==> config.mk <==
export PLATFORM = sky130hd
export DESIGN_NAME = zfp_blk_arb
export DESIGN_NICKNAME = d
export VERILOG_FILES = /design/src/rtl/zfp_blk_arb.sv
export SDC_FILE = /design/constraint.sdc
export NUM_CORES = 1
export LEC_CHECK = 0
export ABC_AREA = 0
export ABC_CLOCK_PERIOD_IN_PS = 2300
export BUFFER_PORTS_ARGS = -buffer_cell sky130_fd_sc_hd__buf_2
export CELL_PAD_IN_SITES_DETAIL_PLACEMENT = 0
export CELL_PAD_IN_SITES_GLOBAL_PLACEMENT = 1
export CORE_ASPECT_RATIO = 1.2
export CORE_MARGIN = 2
export CORE_UTILIZATION = 19
export DETAILED_ROUTE_END_ITERATION = 16
export PLACE_DENSITY = 0.85
export SYNTH_ARGS = -nofsm -noshare
export SYNTH_HDL_FRONTEND = slang
export SYNTH_SLANG_ARGS = --single-unit
==> constraint.sdc <==
create_clock -name clk -period 2.3 [get_ports clk]
set_input_delay 0.115 -clock clk [delete_from_list [all_inputs] [get_ports clk]]
set_output_delay 0.115 -clock clk [all_outputs]
set_load 0.005 [all_outputs]
==> src/rtl/zfp_blk_arb.sv <==
// zfp_blk_arb: two-requester block arbiter in front of find_emax.
// Ports: clk/reset, s0_fp_*, s1_fp_* in, m_fp_* merged out, m_tag_* block source id.
module zfp_blk_arb #(
  parameter int FP_W      = 64,
  parameter int BLOCK_LEN = 4
) (
  input  logic            clk,
  input  logic            reset,
  input  logic [FP_W-1:0] s0_fp_data,
  input  logic            s0_fp_valid,
  output logic            s0_fp_ready,
  input  logic [FP_W-1:0] s1_fp_data,
  input  logic            s1_fp_valid,
  output logic            s1_fp_ready,
  output logic [FP_W-1:0] m_fp_data,
  output logic            m_fp_valid,
  input  logic            m_fp_ready,
  output logic            m_tag_data,
  output logic            m_tag_valid,
  input  logic            m_tag_ready
);

  typedef enum logic {
    IDLE = 1'b0,
    BUSY = 1'b1
  } state_t;

  localparam logic [7:0] CNT_END = 8'(BLOCK_LEN - 1);

  state_t     state;
  logic       grant;
  logic       last;
  logic [7:0] cnt;
  logic       tag_valid;
  logic       tag_data;

  logic       tag_free;
  logic       req_any;
  logic       start;
  logic       win;
  logic       beat;

  assign m_tag_valid = tag_valid;
  assign m_tag_data  = tag_data;

  // A new grant needs the tag slot free or freed this cycle,
  // so a stalled tag never gets overwritten.
  always_comb begin
    tag_free = !tag_valid || m_tag_ready;
    req_any  = s0_fp_valid || s1_fp_valid;
    start    = (state == IDLE) && tag_free && req_any;
    win      = 1'b0;
    unique case (1'b1)
      s0_fp_valid && s1_fp_valid:  win = !last;
      s1_fp_valid && !s0_fp_valid: win = 1'b1;
      default:                     win = 1'b0;
    endcase
  end

  // Merged stream: pure mux on grant, independent of m_tag_ready.
  always_comb begin
    m_fp_data   = grant ? s1_fp_data : s0_fp_data;
    m_fp_valid  = 1'b0;
    s0_fp_ready = 1'b0;
    s1_fp_ready = 1'b0;
    if (state == BUSY) begin
      m_fp_valid  = grant ? s1_fp_valid : s0_fp_valid;
      s0_fp_ready = !grant && m_fp_ready;
      s1_fp_ready = grant && m_fp_ready;
    end
  end

  assign beat = (state == BUSY) && m_fp_valid && m_fp_ready;

  // last resets to 1 so requester 0 wins the first tie.
  always_ff @(posedge clk or negedge reset) begin
    if (!reset) begin
      state     <= IDLE;
      grant     <= 1'b0;
      last      <= 1'b1;
      cnt       <= 8'd0;
      tag_valid <= 1'b0;
      tag_data  <= 1'b0;
    end else begin
      if (tag_valid && m_tag_ready) begin
        tag_valid <= 1'b0;
      end
      case (state)
        IDLE: begin
          if (start) begin
            grant     <= win;
            last      <= win;
            cnt       <= 8'd0;
            tag_valid <= 1'b1;
            tag_data  <= win;
            state     <= BUSY;
          end
        end
        BUSY: begin
          if (beat) begin
            if (cnt == CNT_END) begin
              cnt   <= 8'd0;
              state <= IDLE;
            end else begin
              cnt <= cnt + 8'd1;
            end
          end
        end
        default: state <= IDLE;
      endcase
    end
  end

endmodule

==> results.sh, run 1 <==
export IMPL_die_y_um=99.5
export IMPL_setup_viol=0
export IMPL_critPathKind="reg -> reg"
export IMPL_avgSynthCellArea_um2=10.5
export IMPL_grt_start_max_net_pins=69
export IMPL_yosysSeqAreaShare_pct=20.9
export IMPL_cts_resized=0
export IMPL_yosys_cell_types_count=32
export IMPL_overflow=0
export IMPL_met3_usage_pct=2.16
export IMPL_synth_simple_area_share_pct=12.2
export IMPL_final_common_cell="buf_2"
export IMPL_relSlewSlack_pct=47.2
export IMPL_p_total_mw=1.96
export IMPL_dr_total_vias=1839
export IMPL_mostFrequentLayoutCells="buf_2, mux2_2, dfrtp_1, nand2_1"
export IMPL_design_area_um2=2600
export IMPL_grt_usage_pct=12.8
export IMPL_core_area_um2=7320
export IMPL_drc=0
export IMPL_clk_pin_slew_ns=0.05
export IMPL_first_iter_violations=23
export IMPL_synthCells=137
export IMPL_finalNonFillerCells=426
export IMPL_hold_class="in -> reg"
export IMPL_rows=34
export IMPL_dp_hpwl_um=5080
export IMPL_dpl_cell_area_um2=2530
export IMPL_met2_usage_pct=21.2
export IMPL_tns_ns=0
export IMPL_rsz0062_at_grt="no"
export IMPL_synth_xor_area_share_pct=0
export IMPL_dr_pass1_iters=4
export IMPL_finalCriticalPeriod_ns=2.02
export IMPL_vdd_ir_drop_max_v=0.000376
export IMPL_use_met1_pct=17.7
export IMPL_antenna_cells=0
export IMPL_synth_compound_area_share_pct=10.3
export IMPL_grt_pass1_vias=1779
export IMPL_die_w_um=83.5
export IMPL_hold_buffers=1
export IMPL_root_buffer="clkbuf_8"
export IMPL_p_per_area_nw_per_um2=754
export IMPL_start_kind="flip-flop"
export IMPL_cts_setup_buffers=0
export IMPL_final_max_slew_viol_count=0
export IMPL_ys_warn_count=0
export IMPL_synth_nets=273
export IMPL_grt_pass1_wl_um=8760
export IMPL_max_cap_violations=0
export IMPL_antenna_found_initial=0
export IMPL_p_leak_nw=1.39
export IMPL_die_area_um2=8310
export IMPL_fmax_mhz=495
export IMPL_synth_top_family_by_area="multiplexers"
export IMPL_cts_tree="yes"
export IMPL_gp_congestion=0.834
export IMPL_synthAdderAreaFrac_pct=1.73
export IMPL_holdPathStages=3
export IMPL_area_growth_synth_to_final_pct=80.0
export IMPL_insertion_delay_ns=0.24
export IMPL_worstPathMaxFanout=8
export IMPL_synth_area_um2=1440
export IMPL_avgRoutedWirePerCell_um=13.8
export IMPL_end_kind="flip-flop"
export IMPL_skew_ns=0.00272
export IMPL_status="complete, no violations"
export IMPL_dp_cells=421
export IMPL_clockBufferDepth=2
export IMPL_initial_core_util_pct=19.7
export IMPL_synth_area_mux_share_pct=51.5
export IMPL_worstPathRequired_ns=2.42
export IMPL_ff2ff_setup_slack_ns=0.28
export IMPL_final_antenna_net_count=0
export IMPL_post_route_period_util_pct=87.8
export IMPL_pin_count=203
export IMPL_drt_wl_total_um=5880
export IMPL_cts_buffers_inserted=3
export IMPL_h_tree_depth=1
export IMPL_tightest_slew_ns=0.793
export IMPL_top_usage_layer="met2"
export IMPL_clock_sinks=12
export IMPL_drive_gt1_share_pct=83.6
export IMPL_hold_viol=0
export IMPL_via_per_inst=4.32
export IMPL_fin_hold_ws_ns=0.140
export IMPL_port_buffer_count=202
export IMPL_synth_seq_cells=12
export IMPL_critPathArrivalTime_ns=2.14
export IMPL_nNetsFinal=473
export IMPL_r2r_cells=5
worst max-delay path: stages, from the launching register on:
cell and delay (ns):
dfrtp_1 0.41, ha_1 0.20, or4b_4 0.47, o41ai_4 0.33, nor2b_2 0.16, a221o_1 0.32
stage by stage:
step | util [%] | setup WS, ns
detailed placement | 34.6 | 0.288
global route | 35.5 | 0.161
floorplan | - | 0.390
finish | 35.5 | 0.282
global placement | 34.6 | 0.348
CTS | 35.5 | 0.274
state kept, by name, indices dropped and copies added, names as in the netlist:
register and flops:
m_tag_data 1, cnt 8, state 1, m_tag_valid 1, last 1
where the power goes:
part	switching, mW	internal [mW]	total [mW]
sequential	0.0721	0.285	0.357
combinational	0.565	0.811	1.38
clock	0.0724	0.151	0.223
cell type report:
| cell class | instances | area, µm² |
|---|---|---|
| repair buffers | 204 | 1030 |
| clock buffers | 4 | 55.1 |
| flip-flops and latches | 12 | 303 |
| well taps | 90 | 113 |
| multi-input cells | 115 | 1090 |
| inverters | 1 | 3.75 |
| fillers | 779 | 4720 |
routing by layer:
layer	vias up	share of wire, %
li1	918	-
met1	827	43
met2	88	49
met3	6	7.0
met4	0	0.80
met5	-	0
final timing paths:
check                       startpoint  endpoint
min in group asynchronous        reset    cnt[0]
hold reg to reg                   last      last
setup / recovery                cnt[0]    cnt[7]
setup reg to reg                cnt[0]    cnt[7]
max in group asynchronous        reset      last
hold / removal             s1_fp_valid      last
cells in the mapped netlist (all sizes together):
cell	number	area share, %
a21oi	2	0.69
a221o	2	1.4
a22o	4	2.4
a31o	1	0.61
a31oi	1	0.43
and2	2	0.87
and2b	2	1.1
and3	6	2.7
and4	1	0.69
buf	7	2.5
clkbuf	2	0.52
dfrtp	11	19
dfstp	1	1.8
ha	2	1.7
inv	1	0.26
mux2	66	52
nand2	6	1.6
nand2b	2	0.87
nand3	1	0.35
nand4	1	0.43
nor2	3	0.78
nor2b	4	1.9
o21ai	5	1.7
o21bai	1	0.52
o2bb2ai	1	0.61
o41ai	1	1.9
or4b	1	0.95
cell families after synthesis:
| group | count (synthesis) |
|---|---|
| flops | 12 |
| simple gates | 29 |
| fa+ha+maj | 2 |
| mux | 66 |
| buf+inv | 10 |
| compound gates | 18 |
(Power assumes the default switching activity.)
==> inputs of run 2 (changes only) <==
==> config.mk (replaced) <==
export PLATFORM = sky130hd
export DESIGN_NAME = zfp_blk_arb
export DESIGN_NICKNAME = d
export VERILOG_FILES = /design/src/rtl/zfp_blk_arb.sv
export SDC_FILE = /design/constraint.sdc
export NUM_CORES = 1
export LEC_CHECK = 0
export ABC_AREA = 1
export ABC_CLOCK_PERIOD_IN_PS = 2300
export BUFFER_PORTS_ARGS = -buffer_cell sky130_fd_sc_hd__buf_2
export CELL_PAD_IN_SITES_DETAIL_PLACEMENT = 0
export CELL_PAD_IN_SITES_GLOBAL_PLACEMENT = 1
export CORE_ASPECT_RATIO = 1.2
export CORE_MARGIN = 2
export CORE_UTILIZATION = 17
export DETAILED_ROUTE_END_ITERATION = 16
export PLACE_DENSITY = 0.86
export SYNTH_ARGS = -nofsm -noshare
export SYNTH_HDL_FRONTEND = slang
export SYNTH_SLANG_ARGS = --single-unit
==> run 2 against run 1 <==
Synthesized cell count is 120% higher. Critical path depth is 1 lower. Clock-buffer cell count stayed put. Die area is 16% higher.
==> results.sh, run 2 <==
export IMPL_status="complete, no violations"
export IMPL_post_route_period_util_pct=74.0
export IMPL_hold_viol=0
export IMPL_relSlewSlack_pct=61.2
export IMPL_die_y_um=107
export IMPL_yosysTopAreaCell="nand2_1"
export IMPL_cts_setup_buffers=0
export IMPL_final_max_slew_viol_count=0
export IMPL_tightest_slew_ns=0.583
export IMPL_dp_hpwl_um=6360
export IMPL_crit_top_cell="nand2_1"
export IMPL_nNetsFinal=635
export IMPL_insertion_delay_ns=0.24
export IMPL_dr_total_vias=2495
export IMPL_synthCells=303
export IMPL_overflow=0
export IMPL_worstPathMaxFanout=62
export IMPL_synthTopCellsByArea="nand2_1, dfrtp_1, nand3_1, buf_2, nor2_1"
export IMPL_ys_warn_count=0
export IMPL_regMostFlops="cnt"
export IMPL_drive_gt1_share_pct=43.6
export IMPL_grt_start_max_net_pins=63
export IMPL_critPathKind="reg -> out"
export IMPL_gp_congestion=0.857
export IMPL_path_buf_inv=2
export IMPL_p_leak_nw=1.81
export IMPL_vdd_ir_drop_max_v=0.000588
export IMPL_via_per_inst=4.04
export IMPL_path_delay_family="buffers and inverters"
export IMPL_largest_register_ff_count=8
export IMPL_synth_commonest_cells="nand2_1, nand3_1, buf_2, dfrtp_1, nor2_1"
export IMPL_clockBufferDepth=2
export IMPL_finalNonFillerCells=617
export IMPL_avgSynthCellArea_um2=4.97
export IMPL_tns_ns=0
export IMPL_ys_async_sr_fraction_pct=100
export IMPL_h_tree_depth=1
export IMPL_holdPathStages=3
export IMPL_cts_tree="yes"
export IMPL_mostFrequentLayoutCells="nand2_1, buf_2, nand3_1, dfrtp_1, nor2_1"
export IMPL_final_common_cell="nand2_1"
export IMPL_antenna_found_initial=6
export IMPL_yosysMostFrequentCell="nand2_1"
export IMPL_grt_usage_pct=14.4
export IMPL_synth_area_um2=1510
export IMPL_drc=0
export IMPL_setup_ws_ns=0.597
export IMPL_skew_ns=0.00157
export IMPL_max_cap_violations=0
export IMPL_cp_slowest_cell="buf_4"
export IMPL_synth_seq_cells=12
export IMPL_start_kind="flip-flop"
export IMPL_yosys_cell_types_count=21
export IMPL_nFillCells=1011
export IMPL_end_kind="output pin"
export IMPL_worstPathRequired_ns=2.18
export IMPL_cts_resized=0
export IMPL_fmax_mhz=587
export IMPL_r2r_cells=8
export IMPL_critPathArrivalTime_ns=1.59
export IMPL_clock_sinks=12
export IMPL_setup_viol=0
export IMPL_yosysSeqAreaShare_pct=20.0
export IMPL_dr_pass1_iters=4
export IMPL_area_growth_synth_to_final_pct=79.0
export IMPL_finalCriticalPeriod_ns=1.70
export IMPL_grt_pass1_vias=2322
export IMPL_synth_edf_count=0
export IMPL_cts_buffers_inserted=3
export IMPL_pin_count=203
export IMPL_cp_num_cells=4
export IMPL_clk_pin_slew_ns=0.06
export IMPL_synth_top_cell_area_share_pct=56.8
export IMPL_grt_pass1_wl_um=11400
export IMPL_first_iter_violations=86
export IMPL_port_buffer_count=202
export IMPL_die_w_um=89.9
export IMPL_initial_core_util_pct=17.5
export IMPL_ys_flop_type="dfrtp_1"
export IMPL_avgRoutedWirePerCell_um=12.0
export IMPL_die_area_um2=9630
export IMPL_final_antenna_net_count=0
export IMPL_drt_wl_total_um=7390
export IMPL_place_ws_ns=0.789
export IMPL_hold_class="in -> reg"
export IMPL_root_buffer="clkbuf_8"
export IMPL_cp_cell_sequence="buf_4 > nand2_1 > nand2_1 > buf_2"
export IMPL_dp_cells=610
export IMPL_hold_buffers=1
export IMPL_rsz0062_at_grt="no"
export IMPL_p_per_area_nw_per_um2=879
export IMPL_core_area_um2=8610
export IMPL_max_stage_delay_ns=0.49
export IMPL_synth_nets=439
export IMPL_rows=37
-- run 2: cell count changes in the layout (fill, tap and decap cells not counted), moves of 3 or more --
cell     change
inv_1        +7
and3_1       -5
xor2_1       +3
nand3_1     +11
nor2b_1      -3
nand2_1    +222
a22o_1       -4
mux2_2      -66
nor2_1       +6
-- run 2: cell families (layout without fill, tap and decap cells) --
group / Yosys count / count (layout) / share of synthesized area [%]
xor gates and xnor gates: 3 / 3 / 1.74
and+or+nand+nor: 256 / 256 / 67.2
DFF: 12 / 12 / 20.0
adders and majority gates: 2 / 2 / 1.66
AOI/OAI and AO/OA: 5 / 5 / 1.91
other: 0 / 2 / 0
buffers and inverters: 25 / 220 / 7.48
-- run 2: where the power goes --
| group | total (mW) | switching [mW] | internal, mW | leakage, nW |
|---|---|---|---|---|
| Sequential | 0.362 | 0.0814 | 0.281 | 0.151 |
| Clock | 0.230 | 0.0792 | 0.151 | 0.0288 |
| Combinational | 1.78 | 1.03 | 0.744 | 1.63 |
-- run 2: layout make-up --
class / count / area (µm²) / share of cell area [%]
multi-input combinational: 266 / 1090 / 40.5
timing repair buffer: 205 / 1050 / 38.9
sequential: 12 / 303 / 11.2
tap: 117 / 146 / 5.43
clock buffer: 4 / 55.1 / 2.04
inverter: 11 / 46.3 / 1.72
antenna: 2 / 5.00 / 0.186
-- run 2: per-stage QoR --
stage | hold WS (ns) | area (µm²) | utilization, % | power, mW
2_1_floorplan | -0.181 | 1510 | - | 1.36
3_3_place_gp | 0.0104 | 2630 | 30.5 | 2.15
3_5_place_dp | 0.0120 | 2630 | 30.5 | 2.17
4_1_cts | 0.142 | 2690 | 31.3 | 2.41
5_1_grt | 0.175 | 2690 | 31.3 | 2.66
6_report | 0.142 | 2700 | 31.3 | 2.37
-- run 2: final timing paths --
path | to | from | slack [ns]
max | m_fp_data[4] | m_tag_data | 0.60
min | last | s1_fp_valid | 0.14
max reg2reg | cnt[6] | m_tag_data | 0.83
min reg2reg | last | last | 0.47
max in group asynchronous | last | reset | 1.73
min in group asynchronous | cnt[0] | reset | 0.29
-- run 2: worst min-delay path, cell delays in order --
cell     delay [ns]
buf_2          0.11
nand3_1        0.09
nand2_1        0.06
-- run 2: metal layers --
metal / track usage, % / share of wire (%) / routed length [µm]
met1: 16.9 / 40 / 2960
met2: 25.8 / 49 / 3650
met3: 4.92 / 9.2 / 680
met4: 2.64 / 0.72 / 53
met5: 0 / 0.55 / 41
==> inputs of run 3 (changes only) <==
--- a/config.mk
+++ b/config.mk
@@ -6,15 +6,15 @@
 export NUM_CORES = 1
 export LEC_CHECK = 0
 export ABC_AREA = 1
-export ABC_CLOCK_PERIOD_IN_PS = 2300
+export ABC_CLOCK_PERIOD_IN_PS = 1350
 export BUFFER_PORTS_ARGS = -buffer_cell sky130_fd_sc_hd__buf_2
 export CELL_PAD_IN_SITES_DETAIL_PLACEMENT = 0
 export CELL_PAD_IN_SITES_GLOBAL_PLACEMENT = 1
 export CORE_ASPECT_RATIO = 1.2
 export CORE_MARGIN = 2
-export CORE_UTILIZATION = 17
+export CORE_UTILIZATION = 15
 export DETAILED_ROUTE_END_ITERATION = 16
-export PLACE_DENSITY = 0.86
+export PLACE_DENSITY = 0.81
 export SYNTH_ARGS = -nofsm -noshare
 export SYNTH_HDL_FRONTEND = slang
 export SYNTH_SLANG_ARGS = --single-unit
==> constraint.sdc (replaced) <==
create_clock -name clk -period 1.35 [get_ports clk]
set_input_delay 0.0675 -clock clk [delete_from_list [all_inputs] [get_ports clk]]
set_output_delay 0.0675 -clock clk [all_outputs]
set_load 0.005 [all_outputs]
==> run 3 against run 2 <==
The flow now finishes with violations (negative setup slack). Cell area increased by 15%. Sequential power is 80% higher. Combinational power increased by 140%. Largest power group unchanged.
==> results.sh, run 3 (same netlist as run 2, synthesis figures left out) <==
export IMPL_hold_viol=0
export IMPL_initial_core_util_pct=15.2
export IMPL_final_max_slew_viol_count=0
export IMPL_setup_ws_ns=-0.0262
export IMPL_end_kind="output pin"
export IMPL_cts_buffers_inserted=3
export IMPL_clock_sinks=12
export IMPL_vdd_ir_drop_max_v=0.00111
export IMPL_grt_start_max_net_pins=64
export IMPL_hold_class="in -> reg"
export IMPL_critPathArrivalTime_ns=1.31
export IMPL_first_iter_violations=100
export IMPL_tightest_slew_ns=0.298
export IMPL_worst_r2r_endpoint="cnt[6]"
export IMPL_rows=40
export IMPL_gp_congestion=0.869
export IMPL_place_ws_ns=0.118
export IMPL_dr_total_vias=2581
export IMPL_drc=0
export IMPL_nNetsFinal=647
export IMPL_pin_count=203
export IMPL_worstHoldStart="s1_fp_valid"
export IMPL_violations="negative setup slack"
export IMPL_max_cap_violations=0
export IMPL_drt_wl_total_um=8740
export IMPL_clk_pin_slew_ns=0.04
export IMPL_grt_pass1_wl_um=10600
export IMPL_nFillCells=1115
export IMPL_finalCriticalPeriod_ns=1.38
export IMPL_worstPathRequired_ns=1.28
export IMPL_cts_tree="yes"
export IMPL_start_kind="flip-flop"
export IMPL_largest_register_ff_count=8
export IMPL_root_buffer="clkbuf_16"
export IMPL_dpl_cell_area_um2=2650
export IMPL_holdPathStages=3
export IMPL_final_antenna_net_count=0
export IMPL_die_w_um=95.5
export IMPL_tns_ns=-0.0968
export IMPL_seqCellArea_um2=304
export IMPL_post_route_period_util_pct=102
export IMPL_hold_path_end="last"
export IMPL_core_area_um2=9910
export IMPL_antenna_found_initial=9
export IMPL_fin_hold_ws_ns=0.112
export IMPL_avgRoutedWirePerCell_um=13.6
export IMPL_dr_pass1_iters=4
export IMPL_dp_hpwl_um=6040
export IMPL_clockBufferDepth=2
export IMPL_r2r_start="m_tag_data"
export IMPL_grt_usage_pct=12.6
export IMPL_r2r_cells=8
export IMPL_ff2ff_setup_slack_ns=0.05
export IMPL_status="finished, violations left"
export IMPL_final_common_cell="nand2_1"
export IMPL_h_tree_depth=1
export IMPL_insertion_delay_ns=0.24
export IMPL_setup_viol=12
export IMPL_skew_ns=0.00216
export IMPL_worstPathMaxFanout=9
export IMPL_grt_pass1_vias=2149
export IMPL_mostFrequentLayoutCells="nand2_1, buf_2, nand2_2, nand3_1"
export IMPL_multi_input_area_um2=1220
export IMPL_die_y_um=114
export IMPL_design_area_um2=3110
export IMPL_die_area_um2=10900
export IMPL_port_buffer_count=202
export IMPL_fmax_mhz=727
export IMPL_drive_gt1_share_pct=50.2
export IMPL_regMostFlops="cnt"
export IMPL_p_per_area_nw_per_um2=1750
export IMPL_overflow=0
export IMPL_critPathKind="reg -> out"
export IMPL_relSlewSlack_pct=80.1
export IMPL_rsz0062_at_grt="yes"
export IMPL_p_leak_nw=1.98
export IMPL_area_growth_synth_to_final_pct=107
export IMPL_via_per_inst=4.02
## run 3: cell count changes in the layout (fill, tap and decap cells not counted), sizes merged
cell / delta
buf: +8
clkbuf: +3
diode: +4
nand2: +1
## run 3: metrics by stage
stage | util, % | std cells | power (mW)
floorplan | - | 303 | 2.32
global placement | 26.7 | 619 | 3.68
detailed placement | 26.7 | 619 | 3.72
CTS | 28.3 | 627 | 4.61
global route | 31.3 | 639 | 5.95
finish | 31.4 | 642 | 5.45
## run 3: repair_timing
action,4_1_cts,5_1_grt
cloned,2,6
buffers inserted,1,3
endpoints found under the setup margin,65,64
hold buffers,1,0
resized for setup,5,44
endpoints found under the hold margin,12,0
pin swaps,0,5
## run 3: where the power goes
part	internal [mW]	switching, mW	total, mW	leakage (nW)
clock	0.397	0.153	0.551	0.0382
combinational	2.00	2.25	4.25	1.79
sequential	0.479	0.172	0.652	0.151
## run 3: final cells by class
| cell class | count | area share, % |
|---|---|---|
| clock buffer | 4 | 2.53 |
| inverter | 11 | 1.73 |
| antenna | 6 | 0.482 |
| timing repair buffer | 216 | 41.4 |
| tap | 126 | 5.06 |
| sequential | 12 | 9.77 |
| multi-input combinational | 267 | 39.1 |
## run 3: layer usage
layer	GRT usage (%)	vias up	share of wire [%]
met3	5.22	8	12
li1	-	1339	-
met1	15.3	1108	39
met5	0	-	0.41
met2	21.1	120	48
met4	2.00	6	0.092
## run 3: critical path, stage by stage, from the launching register on
cell and delay [ns]:
dfrtp_2 0.49, inv_8 0.15, buf_12 0.15, nand2_1 0.07, nand2_2 0.11, buf_6 0.11
## run 3: how the worst max path moves through the flow
stage                    start      endpoint  slack, ns  cells past startpoint
floorplan               cnt[0]        cnt[4]       0.26                      6
detailed placement  m_tag_data  m_fp_data[9]       0.12                      5
global route        m_tag_data  m_fp_data[9]      -0.07                      5
global placement    m_tag_data  m_fp_data[9]       0.16                      5
finish              m_tag_data  m_fp_data[9]      -0.03                      5
CTS                 m_tag_data  m_fp_data[9]      -0.05                      5
